**config.mk**
```make
export PLATFORM = sky130hd
export DESIGN_NAME = mips_datapath_idex_stage_flat
export DESIGN_NICKNAME = d
export VERILOG_FILES = /design/src/rtl/mips_datapath_idex_stage_if.sv /design/src/rtl/mips_datapath_idex_stage.sv /design/src/flat_wrapper.sv
export SDC_FILE = /design/constraint.sdc
export NUM_CORES = 1
export LEC_CHECK = 0
export CORE_AREA = 2 2 188 190
export CTS_BUF_LIST = sky130_fd_sc_hd__clkbuf_8
export CTS_CLUSTER_SIZE = 20
export DETAILED_ROUTE_END_ITERATION = 7
export DIE_AREA = 0 0 190 192
export SYNTH_ARGS = -nofsm -noshare
export SYNTH_HDL_FRONTEND = slang
export SYNTH_SLANG_ARGS = --single-unit
export TNS_END_PERCENT = 5
```
**constraint.sdc**
```tcl
create_clock -name ctrl_clock -period 2.17 [get_ports ctrl_clock]
set_clock_uncertainty 0.05 [all_clocks]
set_input_delay 0.434 -clock ctrl_clock [delete_from_list [all_inputs] [get_ports ctrl_clock]]
set_output_delay 0.434 -clock ctrl_clock [all_outputs]
set_load 0.005 [all_outputs]
```
**src/rtl/mips_datapath_idex_stage_if.sv**
```systemverilog
// Clock/reset bundle shared by the datapath stages; reset is synchronous and active-high.
interface mips_datapath_idex_stage_if;
  logic clock;
  logic reset;

  modport sink (input clock, input reset);
endinterface

```
**src/rtl/mips_datapath_idex_stage.sv**
```systemverilog
// ID/EX pipeline register: load-use bubble insertion, same-cycle writeback bypass,
// downstream hold with operand refresh, and a saturating bubble counter.
module mips_datapath_idex_stage #(
  parameter int CTRL_W = 64,
  parameter int CNT_W  = 16
) (
  mips_datapath_idex_stage_if.sink ctrl,
  input  logic              id_valid,
  input  logic              id_squash,
  input  logic [CTRL_W-1:0] id_control,
  input  logic [31:0]       id_instruction,
  input  logic [31:0]       id_pcAddr,
  input  logic [4:0]        id_rs,
  input  logic [4:0]        id_rt,
  input  logic [31:0]       id_port1,
  input  logic [31:0]       id_port2,
  input  logic [4:0]        id_wrAddr,
  input  logic              id_wrEn,
  input  logic              id_isLoad,
  input  logic              wb_wrEn,
  input  logic [4:0]        wb_wrAddr,
  input  logic [31:0]       wb_wrData,
  input  logic              ex_hold,
  output logic              stall,
  output logic              ex_valid,
  output logic [CTRL_W-1:0] ex_control,
  output logic [31:0]       ex_instruction,
  output logic [31:0]       ex_pcAddr,
  output logic [4:0]        ex_rs,
  output logic [4:0]        ex_rt,
  output logic [31:0]       ex_op1,
  output logic [31:0]       ex_op2,
  output logic [4:0]        ex_wrAddr,
  output logic              ex_wrEn,
  output logic              ex_isLoad,
  output logic [CNT_W-1:0]  bubbleCount
);

  logic              ex_valid_q,       ex_valid_d;
  logic [CTRL_W-1:0] ex_control_q,     ex_control_d;
  logic [31:0]       ex_instruction_q, ex_instruction_d;
  logic [31:0]       ex_pcAddr_q,      ex_pcAddr_d;
  logic [4:0]        ex_rs_q,          ex_rs_d;
  logic [4:0]        ex_rt_q,          ex_rt_d;
  logic [31:0]       ex_op1_q,         ex_op1_d;
  logic [31:0]       ex_op2_q,         ex_op2_d;
  logic [4:0]        ex_wrAddr_q,      ex_wrAddr_d;
  logic              ex_wrEn_q,        ex_wrEn_d;
  logic              ex_isLoad_q,      ex_isLoad_d;
  logic [CNT_W-1:0]  bubbleCount_q,    bubbleCount_d;

  logic        live;
  logic        lu;
  logic        wb_live;
  logic [31:0] op1_byp;
  logic [31:0] op2_byp;

  always_comb begin
    live    = id_valid & ~id_squash;
    lu      = live & ex_valid_q & ex_isLoad_q & ex_wrEn_q & (ex_wrAddr_q != 5'd0)
              & ((ex_wrAddr_q == id_rs) | (ex_wrAddr_q == id_rt));
    stall   = ctrl.reset ? 1'b0 : (ex_hold | lu);

    // Register file does not pass through same-cycle writes, so forward them here.
    wb_live = wb_wrEn & (wb_wrAddr != 5'd0);
    op1_byp = (wb_live & (wb_wrAddr == id_rs)) ? wb_wrData : id_port1;
    op2_byp = (wb_live & (wb_wrAddr == id_rt)) ? wb_wrData : id_port2;
  end

  always_comb begin
    ex_valid_d       = ex_valid_q;
    ex_control_d     = ex_control_q;
    ex_instruction_d = ex_instruction_q;
    ex_pcAddr_d      = ex_pcAddr_q;
    ex_rs_d          = ex_rs_q;
    ex_rt_d          = ex_rt_q;
    ex_op1_d         = ex_op1_q;
    ex_op2_d         = ex_op2_q;
    ex_wrAddr_d      = ex_wrAddr_q;
    ex_wrEn_d        = ex_wrEn_q;
    ex_isLoad_d      = ex_isLoad_q;
    bubbleCount_d    = bubbleCount_q;

    if (ex_hold) begin
      // Frozen instruction still picks up results retiring while it waits.
      if (wb_live && (wb_wrAddr == ex_rs_q)) ex_op1_d = wb_wrData;
      if (wb_live && (wb_wrAddr == ex_rt_q)) ex_op2_d = wb_wrData;
    end else if (lu || !live) begin
      ex_valid_d   = 1'b0;
      ex_control_d = '0;
      ex_wrEn_d    = 1'b0;
      ex_isLoad_d  = 1'b0;
      if (lu && (bubbleCount_q != {CNT_W{1'b1}})) begin
        bubbleCount_d = bubbleCount_q + CNT_W'(1);
      end
    end else begin
      ex_valid_d       = 1'b1;
      ex_control_d     = id_control;
      ex_instruction_d = id_instruction;
      ex_pcAddr_d      = id_pcAddr;
      ex_rs_d          = id_rs;
      ex_rt_d          = id_rt;
      ex_op1_d         = op1_byp;
      ex_op2_d         = op2_byp;
      ex_wrAddr_d      = id_wrAddr;
      ex_wrEn_d        = id_wrEn;
      ex_isLoad_d      = id_isLoad;
    end
  end

  always_ff @(posedge ctrl.clock) begin
    if (ctrl.reset) begin
      ex_valid_q       <= 1'b0;
      ex_control_q     <= '0;
      ex_instruction_q <= '0;
      ex_pcAddr_q      <= '0;
      ex_rs_q          <= '0;
      ex_rt_q          <= '0;
      ex_op1_q         <= '0;
      ex_op2_q         <= '0;
      ex_wrAddr_q      <= '0;
      ex_wrEn_q        <= 1'b0;
      ex_isLoad_q      <= 1'b0;
      bubbleCount_q    <= '0;
    end else begin
      ex_valid_q       <= ex_valid_d;
      ex_control_q     <= ex_control_d;
      ex_instruction_q <= ex_instruction_d;
      ex_pcAddr_q      <= ex_pcAddr_d;
      ex_rs_q          <= ex_rs_d;
      ex_rt_q          <= ex_rt_d;
      ex_op1_q         <= ex_op1_d;
      ex_op2_q         <= ex_op2_d;
      ex_wrAddr_q      <= ex_wrAddr_d;
      ex_wrEn_q        <= ex_wrEn_d;
      ex_isLoad_q      <= ex_isLoad_d;
      bubbleCount_q    <= bubbleCount_d;
    end
  end

  assign ex_valid       = ex_valid_q;
  assign ex_control     = ex_control_q;
  assign ex_instruction = ex_instruction_q;
  assign ex_pcAddr      = ex_pcAddr_q;
  assign ex_rs          = ex_rs_q;
  assign ex_rt          = ex_rt_q;
  assign ex_op1         = ex_op1_q;
  assign ex_op2         = ex_op2_q;
  assign ex_wrAddr      = ex_wrAddr_q;
  assign ex_wrEn        = ex_wrEn_q;
  assign ex_isLoad      = ex_isLoad_q;
  assign bubbleCount    = bubbleCount_q;

endmodule

```
**src/flat_wrapper.sv**
```systemverilog
// flat-port wrapper written by rule: the top's interface ports become plain ports
module mips_datapath_idex_stage_flat 
#(
  parameter int CTRL_W = 64,
  parameter int CNT_W  = 16
)
  (id_valid, id_squash, id_control, id_instruction, id_pcAddr, id_rs, id_rt, id_port1, id_port2, id_wrAddr, id_wrEn, id_isLoad, wb_wrEn, wb_wrAddr, wb_wrData, ex_hold, stall, ex_valid, ex_control, ex_instruction, ex_pcAddr, ex_rs, ex_rt, ex_op1, ex_op2, ex_wrAddr, ex_wrEn, ex_isLoad, bubbleCount, ctrl_clock, ctrl_reset);
  mips_datapath_idex_stage_if ctrl_i ();
  input  logic id_valid;
  input  logic id_squash;
  input  logic [CTRL_W-1:0] id_control;
  input  logic [31:0] id_instruction;
  input  logic [31:0] id_pcAddr;
  input  logic [4:0] id_rs;
  input  logic [4:0] id_rt;
  input  logic [31:0] id_port1;
  input  logic [31:0] id_port2;
  input  logic [4:0] id_wrAddr;
  input  logic id_wrEn;
  input  logic id_isLoad;
  input  logic wb_wrEn;
  input  logic [4:0] wb_wrAddr;
  input  logic [31:0] wb_wrData;
  input  logic ex_hold;
  output logic stall;
  output logic ex_valid;
  output logic [CTRL_W-1:0] ex_control;
  output logic [31:0] ex_instruction;
  output logic [31:0] ex_pcAddr;
  output logic [4:0] ex_rs;
  output logic [4:0] ex_rt;
  output logic [31:0] ex_op1;
  output logic [31:0] ex_op2;
  output logic [4:0] ex_wrAddr;
  output logic ex_wrEn;
  output logic ex_isLoad;
  output logic [CNT_W-1:0] bubbleCount;
  input wire logic [$bits(ctrl_i.clock)-1:0] ctrl_clock;
  input wire logic [$bits(ctrl_i.reset)-1:0] ctrl_reset;
  assign ctrl_i.clock = ctrl_clock;
  assign ctrl_i.reset = ctrl_reset;
  mips_datapath_idex_stage #(.CTRL_W(CTRL_W), .CNT_W(CNT_W)) u_core (.ctrl(ctrl_i), .id_valid(id_valid), .id_squash(id_squash), .id_control(id_control), .id_instruction(id_instruction), .id_pcAddr(id_pcAddr), .id_rs(id_rs), .id_rt(id_rt), .id_port1(id_port1), .id_port2(id_port2), .id_wrAddr(id_wrAddr), .id_wrEn(id_wrEn), .id_isLoad(id_isLoad), .wb_wrEn(wb_wrEn), .wb_wrAddr(wb_wrAddr), .wb_wrData(wb_wrData), .ex_hold(ex_hold), .stall(stall), .ex_valid(ex_valid), .ex_control(ex_control), .ex_instruction(ex_instruction), .ex_pcAddr(ex_pcAddr), .ex_rs(ex_rs), .ex_rt(ex_rt), .ex_op1(ex_op1), .ex_op2(ex_op2), .ex_wrAddr(ex_wrAddr), .ex_wrEn(ex_wrEn), .ex_isLoad(ex_isLoad), .bubbleCount(bubbleCount));
endmodule
```
Word level (Yosys, flattened, before mapping) --
Cells that the tools add are included.
Storage, ports and cells: register bits 226, input port bits 252, output and inout bits 227, logic and storage cells 61
Cells by class: add/subtract/negate cells 1, equal/unequal tests 10, mux-type cells 13, bitwise logic cells 14, reductions and logical operators 11
Operators by type and width (count):
- two-way mux 32 bit | 8
- two-way mux 64 bit | 1
- equality test 5 bit | 6
- adder 16 x 1 -> 16 bit, second input constant | 1
- inequality test 16 bit, second input constant | 1
- nonzero test 5 bit | 2
- bitwise AND 1 bit | 9
- AND reduction 2 bit | 3
- two-way mux 1 bit | 4
- inequality test 2 x 1 -> 1 bit, second input constant | 2
- logical AND 1 bit | 3
- inverter 1 bit | 3
- AND reduction 3 bit | 1
- inequality test 2 bit, second input constant | 1
- bitwise OR 1 bit | 2
- zero test 1 bit | 1
- logical OR 1 bit | 1

Depth between registers and ports, before layout --
depth after elaboration 10, gate-level depth with buffers 8, gate-level depth less buffers 6

Worst setup path after synthesis --
No wires, ideal clock.
kind input-to-reg, start in id_squash, end reg u_core.bubbleCount_q[2], in the netlist u_core.bubbleCount[2], library setup time 0.123 ns, arrival time 1.926 ns, required time 1.997 ns, setup slack 0.071 ns, stages on the path 6, buffers on the path 1, cell sequence nand2b_1 > a211o_1 > a311o_1 > buf_6 > nor3b_1 > mux2_1
On the way: word-level cells in the longest chain between the ends 9, elaborated cells between the ends (all ways) 11, those cells by class 7 x bitwise; 4 x reduce/logical
Ends and longest elaborated chain:
- start, declared | RTL line flat_wrapper.sv:10 | input logic id_squash;
- inverter 1 bit * | RTL line mips_datapath_idex_stage.sv:59 | live = id_valid & ~id_squash;
- bitwise AND 1 bit * | RTL line mips_datapath_idex_stage.sv:59
- bitwise AND 1 bit (4 in series) | RTL line mips_datapath_idex_stage.sv:60 | lu = live & ex_valid_q & ex_isLoad_q & ex_wrEn_q & (ex_wrAddr_q != 5'd0)
- bitwise AND 1 bit | RTL line mips_datapath_idex_stage.sv:61 | & ((ex_wrAddr_q == id_rs) | (ex_wrAddr_q == id_rt));
- logical AND 1 bit / logical OR 1 bit (equally long branches) | RTL line mips_datapath_idex_stage.sv:93, mips_datapath_idex_stage.sv:88
- AND reduction 3 bit (no source line) *
- end signal, assigned | RTL line mips_datapath_idex_stage.sv:137 | bubbleCount_q <= bubbleCount_d;
- end, declared | RTL line mips_datapath_idex_stage.sv:50 | logic [CNT_W-1:0] bubbleCount_q, bubbleCount_d;
Mark *: on every way between the ends. The rest lies on a longest branch, timed or not. A chain may end at the register's enable or synchronous reset.

Final worst setup path --
start in id_rs[3], end out stall
On the way: word-level cells in the longest chain between the ends 5
Ends and longest elaborated chain:
- start, declared | RTL line flat_wrapper.sv:14 | input logic [4:0] id_rs;
- equality test 5 bit | RTL line mips_datapath_idex_stage.sv:61
- bitwise OR 1 bit | RTL line mips_datapath_idex_stage.sv:61
- bitwise AND 1 bit | RTL line mips_datapath_idex_stage.sv:61
- bitwise OR 1 bit | RTL line mips_datapath_idex_stage.sv:62 | stall = ctrl.reset ? 1'b0 : (ex_hold | lu);
- two-way mux 1 bit | RTL line mips_datapath_idex_stage.sv:62
- end, declared | RTL line flat_wrapper.sv:25 | output logic stall;
Every way passes these cells.

==> results.sh <==
export IMPL_netlist_instances=956
export IMPL_maximum_number_of_pins_on_one_net_before_global_route_repair=88
export IMPL_synthesized_area_um2=9620
export IMPL_drc_errors=0
export IMPL_report_final_setup_viol=1
export IMPL_async_flop_share=0
export IMPL_synth_main_ff_cell="dfxtp_1"
export IMPL_start_util=0.280
export IMPL_synth_to_final_area_change_pct=72.1
export IMPL_first_global_vias=9379
export IMPL_vias=9166
export IMPL_worstSetupEndpointType="primary output"
export IMPL_synth_largest_type_area_fraction=0.470
export IMPL_worst_setup_path_start_kind="input pin"
export IMPL_syn_avg_cell_area_um2=10.1
export IMPL_top_area_cells_in_the_synthesized_netlist="dfxtp_1 47%, mux2i_1 15%, nand2_1 6.4%"
export IMPL_final_hold_violation_count=0
export IMPL_die_y_um=192
export IMPL_grt_overflow=0
export IMPL_max_freq_ghz=0.444
export IMPL_critPathKind="input pin to primary output"
export IMPL_synth_warning_count=0
export IMPL_cts_max_path_buffers=3
export IMPL_cts_htree_levels=2
export IMPL_rows=68
export IMPL_power_sequential_fraction=0.428
export IMPL_crit_required_ns=1.69
export IMPL_synth_seq_cells=226
export IMPL_critPathArrivalTime_ns=1.77
export IMPL_power_net_switching_uw=2570
export IMPL_place_gp_congestion=0.814
export IMPL_final_max_slew_violation_count=0
export IMPL_floorplan_die_area_um2=36500
export IMPL_die_width_um=190
export IMPL_grt_antenna_before_repair=0
export IMPL_layout_cells_sized_above_1=0.149
export IMPL_postRouteWirelength_mm=35.5
export IMPL_power_share_switching=0.251
export IMPL_ys_types=53
export IMPL_antenna_violating_nets_post_route=0
export IMPL_area_of_the_core_um2=34300
export IMPL_p_comb_frac=0.161
export IMPL_placedInstanceArea_um2=15500
export IMPL_run_status="complete, but fails checks"
export IMPL_synth_area_leader_cell="dfxtp_1"
export IMPL_wire_length_per_cell_after_detailed_routing_um=18.1
export IMPL_setup_ws_ns=-0.0799
export IMPL_layout_worst_path_cycle_share=1.04
export IMPL_grt_setup_unrepaired="yes"
export IMPL_power_density_cell_area_nw_per_um2=620
export IMPL_cp_max_fo=2
export IMPL_synth_fp_nets=1209
export IMPL_grt_first_pass_wirelength_mm=53.0
export IMPL_final_cell_area_um2=16500
export IMPL_dp_hpwl_mm=26.2
export IMPL_power_share_clock=0.411
export IMPL_static_leakage_power_uw=0.00634
export IMPL_tritoncts_num_buffers=41
export IMPL_postLayoutCoreUtil=0.483
export IMPL_slew_headroom=0.559
export IMPL_ioPinCount=479
export IMPL_cts_clk_pin_slew_worst_paths_ns=0.05
export IMPL_vdd_ir_drop_worst_mv=0.479
export IMPL_firstDrtPassIters=4
export IMPL_clock_tree_root_cell="clkbuf_8"
export IMPL_tritoncts="yes"
export IMPL_grt_usage=0.185
export IMPL_detail_route_iter0_violations=344
export IMPL_post_place_ws_ns=-0.509
export IMPL_clock_sink_count=226
export IMPL_worstSkewPairLatency_ns=0.55
export IMPL_failed_checks="negative setup slack"
export IMPL_finalCriticalPeriod_ns=2.25
export IMPL_hp_class="input pin to flip-flop"
export IMPL_p_total_uw=10300
export IMPL_max_cap_viol_count=0
export IMPL_count_of_antenna_diodes_in_the_layout=0
export IMPL_seq_area_frac_synth=0.470
export IMPL_viasPerCell=4.67
export IMPL_i_o_buffers=478
export IMPL_power_internal_uw=7680
export IMPL_final_nets=1732
export IMPL_tightest_slew_ns=0.662
export IMPL_cts_hold_buf=0
export IMPL_synth_enable_flop_cells=0
-- metal layers --
layer / track usage / vias to the layer above / share of wire
li1: - / 4482 / -
met1: 0.211 / 4243 / 0.39
met2: 0.316 / 375 / 0.48
met3: 0.0643 / 66 / 0.092
met4: 0.0745 / 0 / 0.034
met5: 0 / - / 0
-- timing repair --
item,in CTS,in global routing
hold endpoints to repair,0,0
pin swaps,6,7
cloned,0,0
buffers inserted,3,1
endpoints found under the setup margin,74,98
resized for setup,23,24
-- registers in the layout, indices dropped and copies added (netlist names) --
name,flops
u_core.ex_op2,32
u_core.ex_wrAddr,5
u_core.ex_wrEn,1
u_core.ex_rs,5
u_core.ex_rt,5
u_core.ex_isLoad,1
u_core.ex_instruction,32
u_core.ex_valid,1
u_core.bubbleCount,16
u_core.ex_pcAddr,32
u_core.ex_control,64
u_core.ex_op1,32
-- worst paths after layout --
path,startpoint,endpoint,slack (ns),depth (start not counted)
worst max-delay path,id_rs[3],stall,-0.08,7
worst min-delay path,id_rt[1],u_core.ex_rt[1],0.30,4
worst max register to register,u_core.ex_wrAddr[4],u_core.bubbleCount[3],0.04,8
worst min register to register,u_core.ex_pcAddr[20],u_core.ex_pcAddr[20],0.41,2
-- area by class of cell --
cell class              count  area [um2]
repair buffers            568        5770
flip-flops and latches    226        4550
inverters                   4        17.5
multi-input cells         638        4780
clock buffers              55         757
clock inverters            17         100
fillers                  3164       17700
well taps                 455         569
-- logic make-up after synthesis --
| logic type | share of synthesized area |
|---|---|
| and+or+nand+nor | 0.128 |
| adders and majority gates | 0.00130 |
| buffers and inverters | 0.0468 |
| AOI/OAI and AO/OA | 0.171 |
| muxes | 0.155 |
| DFF | 0.470 |
| xor gates and xnor gates | 0.0273 |
-- cells in the mapped netlist (all sizes together), types with 2 or more instances --
cell type / instances
a211o: 2
a21oi: 9
a221oi: 64
a22o: 66
a22oi: 2
a41oi: 2
and3: 2
and4: 2
buf: 40
clkbuf: 48
dfxtp: 226
inv: 4
mux2: 5
mux2i: 143
nand2: 163
nand3: 10
nand4: 2
nor2: 80
nor2b: 5
nor3: 9
nor3b: 2
nor4: 3
o21a: 2
o21ai: 3
o311ai: 3
o31ai: 6
o41ai: 3
or2: 3
or4: 6
xnor2: 4
xor2: 26
-- power by group through the flow --
stage | registers (uW) | clock network, uW | logic, uW
after floorplan | 4480 | 0 | 589
after global placement | 4470 | 0 | 1650
after detailed placement | 4480 | 0 | 1650
after CTS | 4390 | 4360 | 1670
after global routing | 4400 | 4540 | 1780
final | 4390 | 4220 | 1650
-- cell usage in the layout (no fill, tap or decap), types with 3 or more instances in the layout --
cell	instances
clkdlybuf4s50_1	471
dfxtp_1	218
nand2_1	163
mux2i_1	142
nor2_1	80
a22o_1	66
buf_4	61
clkbuf_8	55
a221oi_1	34
a221oi_2	30
xor2_1	24
buf_12	22
inv_1	14
nand3_1	9
a21oi_1	7
buf_6	7
o31ai_1	6
or4_1	6
nor3_2	5
dlymetal6s2s_1	5
dfxtp_4	5
nor3_1	4
xnor2_1	4
nor2b_1	4
mux2_1	4
clkinv_2	4
or2_2	3
o41ai_2	3
dfxtp_2	3
-- metrics by stage --
| stage | TNS [ns] | hold slack (ns) | std cells |
|---|---|---|---|
| after floorplan | 0 | 0.401 | 956 |
| after global placement | -81.09 | 0.391 | 1887 |
| after detailed placement | -82.78 | 0.396 | 1887 |
| after CTS | -0.0910 | 0.327 | 1962 |
| after global routing | -0.492 | 0.297 | 1963 |
| final | -0.0799 | 0.304 | 1963 |
-- critical path: stages --
cell	delay, ns
clkdlybuf4s50_1	0.51
xor2_1	0.23
nor3_2	0.06
a22oi_2	0.17
nor2_1	0.06
o21a_1	0.16
buf_2	0.12
No activity file was read; power rests on OpenSTA's default activity.
